`config.mk`:
```
export PLATFORM = sky130hd
export DESIGN_NAME = mem_arbiter
export DESIGN_NICKNAME = d
export VERILOG_FILES = /design/src/rtl/mem_arbiter_pkg.sv /design/src/rtl/mem_arbiter_rr_arbiter2.sv /design/src/rtl/mem_arbiter.sv
export SDC_FILE = /design/constraint.sdc
export NUM_CORES = 1
export LEC_CHECK = 0
export ABC_CLOCK_PERIOD_IN_PS = 3000
export CAP_MARGIN = 10
export CORE_AREA = 10 10 279 281
export CTS_BUF_LIST = sky130_fd_sc_hd__clkbuf_8
export DETAILED_ROUTE_END_ITERATION = 10
export DIE_AREA = 0 0 289 291
export HOLD_SLACK_MARGIN = 0.12
export PLACE_DENSITY = 0.49
export RECOVER_POWER = 50
export SLEW_MARGIN = 20
export SYNTH_ARGS = -nofsm -noshare
export SYNTH_HDL_FRONTEND = slang
export SYNTH_HIERARCHICAL = 1
export SYNTH_SLANG_ARGS = --single-unit
```
`constraint.sdc`:
```
create_clock -name CLK -period 3 [get_ports CLK]
set_input_delay 0.9 -clock CLK [delete_from_list [all_inputs] [get_ports CLK]]
set_output_delay 0.9 -clock CLK [all_outputs]
set_load 0.02 [all_outputs]
```
`src/rtl/mem_arbiter_pkg.sv`:
```
// Shared definitions for the two-cache main-memory arbiter: FSM and owner
// encodings, default widths and the round-robin pick rule.
package mem_arbiter_pkg;

    localparam int DEF_ADDR_WIDTH  = 28;
    localparam int DEF_BLOCK_WIDTH = 128;

    typedef enum logic [1:0] {
        ST_IDLE = 2'd0,
        ST_BUSY = 2'd1,
        ST_DONE = 2'd2
    } arb_state_t;

    typedef enum logic {
        OWN_I = 1'b0,
        OWN_D = 1'b1
    } owner_t;

    // A lone requester always wins; on contention the one not served last wins.
    function automatic owner_t rr_pick(input logic req_i, input logic req_d, input owner_t last_owner);
        owner_t pick;
        if (req_i && req_d) begin
            pick = (last_owner == OWN_I) ? OWN_D : OWN_I;
        end else if (req_d) begin
            pick = OWN_D;
        end else begin
            pick = OWN_I;
        end
        return pick;
    endfunction

endpackage

```
`src/rtl/mem_arbiter_rr_arbiter2.sv`:
```
// Two-requester round-robin grant; remembers who was served last and only
// advances when the caller actually accepts a grant.
module rr_arbiter2
    import mem_arbiter_pkg::*;
(
    input  logic clk,
    input  logic srst,
    input  logic req_i,
    input  logic req_d,
    input  logic advance,
    output logic grant_d,
    output logic grant_valid
);

    owner_t last_owner_reg;
    owner_t last_owner_next;
    owner_t winner;

    always_comb begin
        winner          = rr_pick(req_i, req_d, last_owner_reg);
        last_owner_next = last_owner_reg;
        if (advance && (req_i || req_d)) begin
            last_owner_next = winner;
        end
    end

    always_ff @(posedge clk) begin
        if (srst) begin
            last_owner_reg <= OWN_I;
        end else begin
            last_owner_reg <= last_owner_next;
        end
    end

    assign grant_d     = (winner == OWN_D);
    assign grant_valid = req_i | req_d;

endmodule

```
`src/rtl/mem_arbiter.sv`:
```
// Arbitrates i_cache refills and d_cache refills/write-backs onto the single
// main-memory block port, one transaction at a time, using busywait handshakes.
module mem_arbiter
    import mem_arbiter_pkg::*;
#(
    parameter int ADDR_WIDTH  = DEF_ADDR_WIDTH,
    parameter int BLOCK_WIDTH = DEF_BLOCK_WIDTH
) (
    input  logic                   CLK,
    input  logic                   RESET,
    input  logic                   I_READ,
    input  logic [ADDR_WIDTH-1:0]  I_ADDRESS,
    output logic [BLOCK_WIDTH-1:0] I_READDATA,
    output logic                   I_BUSYWAIT,
    input  logic                   D_READ,
    input  logic                   D_WRITE,
    input  logic [ADDR_WIDTH-1:0]  D_ADDRESS,
    input  logic [BLOCK_WIDTH-1:0] D_WRITEDATA,
    output logic [BLOCK_WIDTH-1:0] D_READDATA,
    output logic                   D_BUSYWAIT,
    output logic                   MEM_READ,
    output logic                   MEM_WRITE,
    output logic [ADDR_WIDTH-1:0]  MEM_ADDRESS,
    output logic [BLOCK_WIDTH-1:0] MEM_WRITEDATA,
    input  logic [BLOCK_WIDTH-1:0] MEM_READDATA,
    input  logic                   MEM_BUSYWAIT
);

    arb_state_t state_reg;
    arb_state_t state_next;
    owner_t     owner_reg;

    logic                   mem_read_reg;
    logic                   mem_write_reg;
    logic [ADDR_WIDTH-1:0]  mem_address_reg;
    logic [BLOCK_WIDTH-1:0] mem_writedata_reg;
    logic [BLOCK_WIDTH-1:0] i_readdata_reg;
    logic [BLOCK_WIDTH-1:0] d_readdata_reg;

    logic req_i;
    logic req_d;
    logic grant_d;
    logic grant_valid;
    logic grant_take;
    logic busy_end;

    assign req_i = I_READ;
    assign req_d = D_READ | D_WRITE;

    rr_arbiter2 u_rr (
        .clk         (CLK),
        .srst        (RESET),
        .req_i       (req_i),
        .req_d       (req_d),
        .advance     (grant_take),
        .grant_d     (grant_d),
        .grant_valid (grant_valid)
    );

    always_ff @(posedge CLK) begin
        if (RESET) begin
            state_reg <= ST_IDLE;
        end else begin
            state_reg <= state_next;
        end
    end

    always_comb begin
        state_next = state_reg;
        grant_take = 1'b0;
        busy_end   = 1'b0;
        case (state_reg)
            ST_IDLE: begin
                if (grant_valid) begin
                    state_next = ST_BUSY;
                    grant_take = 1'b1;
                end
            end
            ST_BUSY: begin
                if (!MEM_BUSYWAIT) begin
                    state_next = ST_DONE;
                    busy_end   = 1'b1;
                end
            end
            ST_DONE: state_next = ST_IDLE;
            default: state_next = ST_IDLE;
        endcase
    end

    // Transaction registers: loaded on grant, strobes held until memory finishes.
    // A D request with D_WRITE high is a write-back even if D_READ is also high.
    always_ff @(posedge CLK) begin
        if (RESET) begin
            owner_reg         <= OWN_I;
            mem_read_reg      <= 1'b0;
            mem_write_reg     <= 1'b0;
            mem_address_reg   <= '0;
            mem_writedata_reg <= '0;
            i_readdata_reg    <= '0;
            d_readdata_reg    <= '0;
        end else if (grant_take) begin
            if (grant_d) begin
                owner_reg         <= OWN_D;
                mem_address_reg   <= D_ADDRESS;
                mem_writedata_reg <= D_WRITEDATA;
                mem_write_reg     <= D_WRITE;
                mem_read_reg      <= ~D_WRITE;
            end else begin
                owner_reg         <= OWN_I;
                mem_address_reg   <= I_ADDRESS;
                mem_writedata_reg <= '0;
                mem_write_reg     <= 1'b0;
                mem_read_reg      <= 1'b1;
            end
        end else if (busy_end) begin
            mem_read_reg  <= 1'b0;
            mem_write_reg <= 1'b0;
            if (mem_read_reg) begin
                if (owner_reg == OWN_D) begin
                    d_readdata_reg <= MEM_READDATA;
                end else begin
                    i_readdata_reg <= MEM_READDATA;
                end
            end
        end
    end

    // Busywait drops only in the owner's single DONE cycle.
    assign I_BUSYWAIT = req_i && !((state_reg == ST_DONE) && (owner_reg == OWN_I));
    assign D_BUSYWAIT = req_d && !((state_reg == ST_DONE) && (owner_reg == OWN_D));

    assign MEM_READ      = mem_read_reg;
    assign MEM_WRITE     = mem_write_reg;
    assign MEM_ADDRESS   = mem_address_reg;
    assign MEM_WRITEDATA = mem_writedata_reg;
    assign I_READDATA    = i_readdata_reg;
    assign D_READDATA    = d_readdata_reg;

endmodule

```
==> key figures <==
Status
  • Run status: completed

STA
  • # setup viols final: 0
  • Fmax achieved: 344 MHz
  • Crit path time final: between 2 and 3 ns
  • Headroom to the max-slew limit: 0.145
  • Hold Violations, Final: 0
  • RSZ-0062 raised after global routing: no
  • Pins Over Slew Limit: 0
  • WHS: 0.449 ns
  • Final period util: 0.970
  • Slew @ Worst Pin: between 1 and 1.5 ns
  • Clock Skews: 0.0502 ns

Drt
  • WL final: just over 70,000 um
  • Drt drc: 0
  • Initial DRC Count: 532
  • Vias per cell: between 4 and 5
  • Via count: 14,600
  • DRT Pass-1 Iters: 5
  • Antenna-violating nets left: 0
  • Drt wl/cell: 21.1 um

Finish
  • Most frequent cells in the layout: clkdlybuf4s50_1, dfxtp_1, nand2b_1
  • Layout fillers: about 7,300
  • Final instance area: 0.0265 sq mm
  • Area grow syn2layout: 60.0%
  • Share of post-route cells with drive strength above 1: 0.0649
  • Commonest non-fill, non-tap cell in the layout: clkdlybuf4s50_1
  • Final Net Count: between 2,000 and 3,000

Synthesis
  • Top FF cell, synth: dfxtp_1
  • Post-Syn Instances: 1,698
  • Largest cells by area after synthesis: dfxtp_1, mux2i_1, nand2b_1
  • Top cell type's share of synthesized area: 0.505
  • Synth cell types: 26
  • Post-synthesis register bit count: ~420
  • Post-synth EDFFs: 0
  • Post-synthesis sequential area ratio: 0.505
  • Area leader, netlist: dfxtp_1
  • Syn Area/Cell: 9.76 sq um
  • FFs w/ async S/R, synth: 0
  • Net count of the mapped netlist: roughly 2,000
  • Mapped cell area: ~0.017 sq mm
  • Ys Warns: 6

Clocking
  • CTS buffer count: 81
  • Clock buffer depth: 3
  • CTS clk-pin slew, worst paths: 0.05 ns
  • CTS Sinks: 418
  • Clk Latency, worst-skew pair: about 0.66 ns
  • Cts hold-fix bufs: 0
  • Post CTS Setup Buffer Count: 0
  • CTS tree: yes
  • H-tree level count: 3
  • CTS root buffer: clkbuf_8

Worst setup path
  • Worst setup SP type: primary input
  • Worst EP arrival: around 2 ns
  • R2r setup slk: 0.45 ns
  • Crit path kind: primary input to output pin
  • Worst r2r src: state_reg[0]
  • CP Data Required Time: 2.10 ns
  • Crit end category: output pin
  • Crit Path Max Fanout: 2
  • R2r endpoint: I_READDATA[55]
  • Reg2Reg Depth: 4

Power
  • VDD IR max: 0.000305 V
  • Sequential Power Share: 0.433
  • P_leak: 0.0103 uW
  • Sw frac: 0.282
  • Power density over the cells: 513 mW/mm^2
  • Overall power: around 14,000 uW
  • Cell internal pwr: 9770 uW
  • Sw Pwr: 3840 uW
  • Clock power frac: 0.408
  • Comb pwr share: 0.159

Die
  • Core area: about 0.072 sq mm
  • Row count: 99
  • Die height: 291 um
  • Starting density of the core: 0.229
  • Die Wd: 289 um
  • Die ar.: approximately 0.084 sq mm
  • I/O pin count: 734

Placement
  • HPWL Detailed: 55,700 um
  • PortBufs: around 730
  • GP Congestion: 0.831
  • Area after DPL: roughly 0.025 sq mm

Hold path
  • Worst Hold Depth: 2
  • Hold Path Sink: MEM_WRITEDATA[80]
  • Hold_sp: MEM_WRITEDATA[80]
  • Min-delay worst type: register to register

Flow run
  • Max-cap violations: 0

Global routing
  • First-pass GRT wire length: 104,000 um
  • Initial antenna violation count: 11
  • Largest net degree at the start of global routing: 101
  • Global Route Usage Sum: 0.163
  • Total grt overflow: 0
  • Vias in the first global route: approximately 15,000
layer usage:
metal / GRT usage / vias up / wire, um
li1: - / 7134 / -
met1: 0.161 / 6815 / 25700
met2: 0.287 / 555 / 35700
met3: 0.0870 / 118 / 8970
met4: 0.0559 / 16 / 2020
met5: 0 / - / 110
area by class of cell:
class	count	area (sq um)	area share
multi-input combinational	1134	7500	0.283
inverter	3	16.3	0.000613
sequential	418	8370	0.315
clock inverter	51	278	0.0105
clock buffer	93	1280	0.0482
antenna	3	7.51	0.000283
tap	959	1200	0.0452
timing repair buffer	783	7880	0.297
cells in the mapped netlist (2+ instances only):
| master | number |
|---|---|
| a211oi_1 | 28 |
| o31a_1 | 2 |
| nor2_1 | 29 |
| or2_2 | 2 |
| buf_6 | 14 |
| clkbuf_1 | 101 |
| buf_2 | 14 |
| nand2b_1 | 384 |
| nand2_1 | 133 |
| dfxtp_1 | 418 |
| inv_1 | 2 |
| nand3_1 | 131 |
| mux2i_1 | 285 |
| a21oi_1 | 131 |
| buf_4 | 13 |
worst max path at each step:
stage,start,endpoint,slack [ns]
CTS,D_READ,D_BUSYWAIT,0.001
global placement,D_READ,D_BUSYWAIT,-0.29
floorplan,D_READ,MEM_WRITEDATA[113],0.35
detailed placement,D_READ,D_BUSYWAIT,-0.29
global route,MEM_BUSYWAIT,I_READDATA[55],0.04
finish,D_WRITE,D_BUSYWAIT,0.09
critical path, cell delays in order:
cell and delay (ns):
clkdlybuf4s50_1 0.42, or2_2 0.30, o31a_1 0.12, clkdlybuf4s15_2 0.26
metrics by stage:
step	worst slack [ns]	TNS [ns]	util	instances
3_3_place_gp	-0.285	-19.59	0.348	3297
5_1_grt	0.0359	0	0.367	3442
2_1_floorplan	0.352	0	-	1698
4_1_cts	0.00143	0	0.369	3441
6_report	0.0892	0	0.367	3444
3_5_place_dp	-0.288	-21.99	0.348	3297
kinds of logic after synthesis:
family,Yosys count,synth area share
and+or+nand+nor,685,0.225
DFF,418,0.505
muxes,285,0.172
AOI/OAI and AO/OA,164,0.0549
buffers and inverters,146,0.0434
power groups by stage:
stage          Clock [uW]  Sequential [uW]  Combinational, uW
6_report             5550             5900               2160
2_1_floorplan           0             6250                735
4_1_cts              5820             5900               2240
3_3_place_gp            0             6010               2220
5_1_grt              6050             5920               2310
3_5_place_dp            0             6020               2230
timing repair:
item	in CTS	in global routing
setup endpoints to repair	2	1
gates cloned	0	0
hold endpoints to repair	0	0
resized for setup	4	1
Power figures use the tool's default switching activity.
==> patch 1: new RTL, config.mk and constraints unchanged <==
Reset style: asynchronous (`RESET` and `srst`), changed in 3 clocked blocks.
--- a/src/rtl/mem_arbiter_rr_arbiter2.sv
+++ b/src/rtl/mem_arbiter_rr_arbiter2.sv
@@ -25,5 +25,5 @@
     end
 
-    always_ff @(posedge clk) begin
+    always_ff @(posedge clk or posedge srst) begin
         if (srst) begin
             last_owner_reg <= OWN_I;
--- a/src/rtl/mem_arbiter.sv
+++ b/src/rtl/mem_arbiter.sv
@@ -58,5 +58,5 @@
     );
 
-    always_ff @(posedge CLK) begin
+    always_ff @(posedge CLK or posedge RESET) begin
         if (RESET) begin
             state_reg <= ST_IDLE;
@@ -90,5 +90,5 @@
     // Transaction registers: loaded on grant, strobes held until memory finishes.
     // A D request with D_WRITE high is a write-back even if D_READ is also high.
-    always_ff @(posedge CLK) begin
+    always_ff @(posedge CLK or posedge RESET) begin
         if (RESET) begin
             owner_reg         <= OWN_I;
Behaviour: differs if RESET is asserted again (counterexample within 4 cycles, from zero or initial values and one cycle with RESET high); with RESET held inactive, the same outputs for 4 cycles.
==> patch 1 against the original RTL <==
  * The flow now finishes with violations (max-capacitance violations, max-slew violations)
  * Register-to-register slack improved by 0.10 ns
  * Final area decreased by 0.17%
  * Critical path type unchanged
  * Sequential cell count unchanged
  * Area after synthesis decreased by 1.2%
  * Highest routed layer unchanged
  * Routed wire length decreased by 13%
  * Clock skew increased by 0.0099 ns
  * Largest cell class unchanged
  * Setup slack got worse by 0.035 ns
Power is not compared: it rests on default switching activity, and its combinational part moved more than twofold at a synthesized area within 25%.
==> patch 1: results (changes against the original RTL) <==
stage,metric,value,unit,change
grt,vias in the first global route,13680,,-11%
synthesis,Cells after Synth,1247,,-27%
routing,number of DRC markers in iteration 0,447,,-16%
setup_path,Reg2Reg Setup Slack,0.55,ns,+0.10 ns
clock_tree,CTS resizes,2,,-2
setup_path,r2r worst-path depth,5,,+1
grt,first-pass GRT wire length,91690,um,-12%
final_layout,Layout Nets,2350,,-14%
clock_tree,CTS Buf Count,80,,-1.2%
routing,DR pass1 iterations,4,,-1
synthesis,syn nets,1565,,-22%
placement,cell count after placement,2909,,-12%
timing,Final Skew,0.06013,ns,+0.009906 ns
synthesis,ys async rst share,100.0,%,+100 points
grt,global-route usage over all layers,14.43,%,-1.9 points
timing,Pins Over Slew Limit,54,,+54
setup_path,WS Path Type,input port to output port,,
outcome,failing checks,"max-capacitance violations, max-slew violations",,
routing,DR vias,12619,,-14%
timing,Slew @ Worst Pin,1.646,ns,+0.3632 ns
grt,largest net degree at the start of global routing,60,,-41%
setup_path,worst r2r dst,I_READDATA[82]$_DFFE_PP0P_,,
final_layout,share of layout cells above drive strength 1,20.14,%,+14 points
synthesis,post-synthesis mux area share,19.60,%,+2.4 points
setup_path,crit-path max FO,2,,unchanged
routing,vias per std cell,4.128,,-2.9%
synthesis,post-synthesis compound-gate area fraction,1.261,%,-4.2 points
synthesis,Unique masters post-synth,28,,+7.7%
routing,Post-Route WL,63320,um,-13%
timing,final hold slack,0.4646,ns,+0.01578 ns
run,maxcap violations,1,,+1
outcome,status,finished with violations,,
placement,post-DP HPWL,49410,um,-11%
final_layout,Final Instance Area,0.02649,mm2,-0.17%
synthesis,synth cell count leaders,"418 x dfrtp_1, 285 x nand2_1, 246 x mux2_2, 128 x nand3_1, 30 x clkbuf_1",,
placement,"Cell Area, Placed",0.02505,mm2,-0.37%
grt,initial antenna violation count,20,,+9
final_layout,fill count,7184,,-2.2%
hold_path,hold path endpoint,MEM_WRITEDATA[98]$_DFFE_PP0P_,,
placement,GP Congestion,0.8028,,-3.4%
synthesis,Synth area leaders,"dfrtp_1 64%, mux2_2 17%, nand2_1 6.5%, nand3_1 3.9%, mux2i_1 1.8%",,
synthesis,register area share after synthesis,63.87,%,+13 points
power_and_ir_drop,P_leak,11.77,nW,
hold_path,min-delay src,MEM_WRITEDATA[98]$_DFFE_PP0P_,,
setup_path,Worst Path Arrival,2.05,ns,+0.04 ns
==> patch 1: area by class of cell <==
class | count | area share (%)
inverters | 5 | 0.08503
multi-input cells | 743 | 19.51
diodes | 8 | 0.07559
repair buffers | 784 | 29.94
well taps | 959 | 4.530
flip-flops and latches | 418 | 39.49
clock buffers | 94 | 4.885
clock inverters | 46 | 1.483
==> patch 1: metrics by stage <==
stage          worst slack [ns]  total power, mW
2_1_floorplan            -3.524            15.58
3_3_place_gp            -0.2237            22.83
3_5_place_dp            -0.2044            23.00
4_1_cts                 0.01404            29.16
5_1_grt                0.008713            30.06
6_report                0.05373            28.42
==> patch 1: power breakdown <==
part           total, mW  internal [mW]  switching, mW
clock network       5.94           3.39           2.55
logic               13.1           6.41           6.65
registers           9.43           8.12           1.30
==> patch 1: layer usage <==
layer	GRT usage (%)	part of all wire, %	up-vias
li1	-	-	5812
met1	14.76	35	6149
met2	24.77	50	550
met3	7.394	12	86
met4	5.309	2.4	22
met5	0	0.23	-
==> patch 2: new RTL, config.mk and constraints unchanged <==
Without the edit above. Change the package constant `DEF_BLOCK_WIDTH` from 128 to 64.
--- a/src/rtl/mem_arbiter_pkg.sv
+++ b/src/rtl/mem_arbiter_pkg.sv
@@ -4,5 +4,5 @@
 
     localparam int DEF_ADDR_WIDTH  = 28;
-    localparam int DEF_BLOCK_WIDTH = 128;
+    localparam int DEF_BLOCK_WIDTH = 64;
 
     typedef enum logic [1:0] {
Ports: changed (5 resized); port bits go from 734 to 414. The function was not compared with the original's and may differ.
==> patch 2 against the original RTL <==
  * Routed wire length shrank 50%
  * Final area shrank 42%
  * Register-to-register slack gained 0.23 ns
  * Die area is the same
  * Clock power shrank 42%
  * Power shrank 43%
  * Clock skew shrank 0.033 ns
  * Count of clock-buffer cells in the layout shrank 35
  * Non-clock buffer count shrank 331
  * Sequential cell count shrank 192
  * Area after synthesis shrank 45%
  * Setup slack gained 0.065 ns
  * Final cell count shrank 32%
  * Worst hold slack is essentially flat
  * Critical path type unchanged
  * Largest power group unchanged
==> patch 2: results (changes against the original RTL) <==
stage,metric,value,unit,change
outcome,status,"complete, no violations",,
power_and_ir_drop,P_leak,5.818,nW,-44%
grt,initial antenna violation count,0,,-11
synthesis,Unique masters post-synth,27,,+3.8%
grt,global-route usage over all layers,8.157,%,-8.2 points
timing,maximum clock rate,351.4,MHz,+2.3%
synthesis,synth cell count leaders,"226 x dfxtp_1, 192 x nand2b_1, 157 x mux2i_1, 69 x nand2_1",,
clock_tree,Clock Latency Late Sink,0.58,ns,-0.08 ns
grt,first-pass GRT wire length,53340,um,-49%
placement,GP Congestion,0.7266,,-13%
routing,wire length per cell,15.47,um,-27%
synthesis,syn nets,1119,,-44%
timing,slew margin rel.,48.19,%,+34 points
grt,largest net degree at the start of global routing,75,,-26%
routing,number of DRC markers in iteration 0,289,,-46%
clock_tree,htree depth,2,,-1
power_and_ir_drop,maximum VDD drop,0.2287,mV,-25%
synthesis,register area share after synthesis,49.84,%,-0.63 points
synthesis,Cells after Synth,929,,-45%
power_and_ir_drop,clock network power,3.20,mW,-42%
clock_tree,CTS resizes,3,,-1
final_layout,share of layout cells above drive strength 1,6.874,%,+0.39 points
placement,IO Port Bufs,413,,-44%
clock_tree,CTS Buf Count,46,,-43%
grt,vias in the first global route,8660,,-44%
setup_path,"Largest stage delay, worst path",0.45,ns,+0.03 ns
hold_path,min-delay src,MEM_WRITEDATA[14]$_SDFFE_PP0P_,,
routing,Post-Route WL,36220,um,-50%
placement,Setup WS pre-CTS,-0.2414,ns,+0.04666 ns
placement,post-DP HPWL,27060,um,-51%
==> patch 2: cells by family (layout without fill, tap and decap cells) <==
| group | count (synthesis) | after routing | synth area share, % |
|---|---|---|---|
| buffers and inverters | 81 | 534 | 4.728 |
| muxes | 157 | 157 | 17.31 |
| and+or+nand+nor | 365 | 365 | 21.63 |
| AOI/OAI and AO/OA | 100 | 100 | 6.492 |
| DFF | 226 | 226 | 49.84 |
==> patch 2: per-layer routing <==
| metal | track usage, % | vias to the layer above | wire, um |
|---|---|---|---|
| met5 | 0 | - | 0 |
| met4 | 2.351 | 0 | 786 |
| met1 | 9.266 | 3751 | 14970 |
| met2 | 13.21 | 327 | 16260 |
| met3 | 4.114 | 50 | 4206 |
| li1 | - | 3968 | - |
==> patch 2: area by class of cell <==
class / count / area (um2)
fill: 7947 / 57030
inverter: 3 / 12.51
multi-input combinational: 622 / 4129
clock inverter: 21 / 113.9
clock buffer: 58 / 798.3
timing repair buffer: 452 / 4533
tap: 959 / 1200
sequential: 226 / 4524
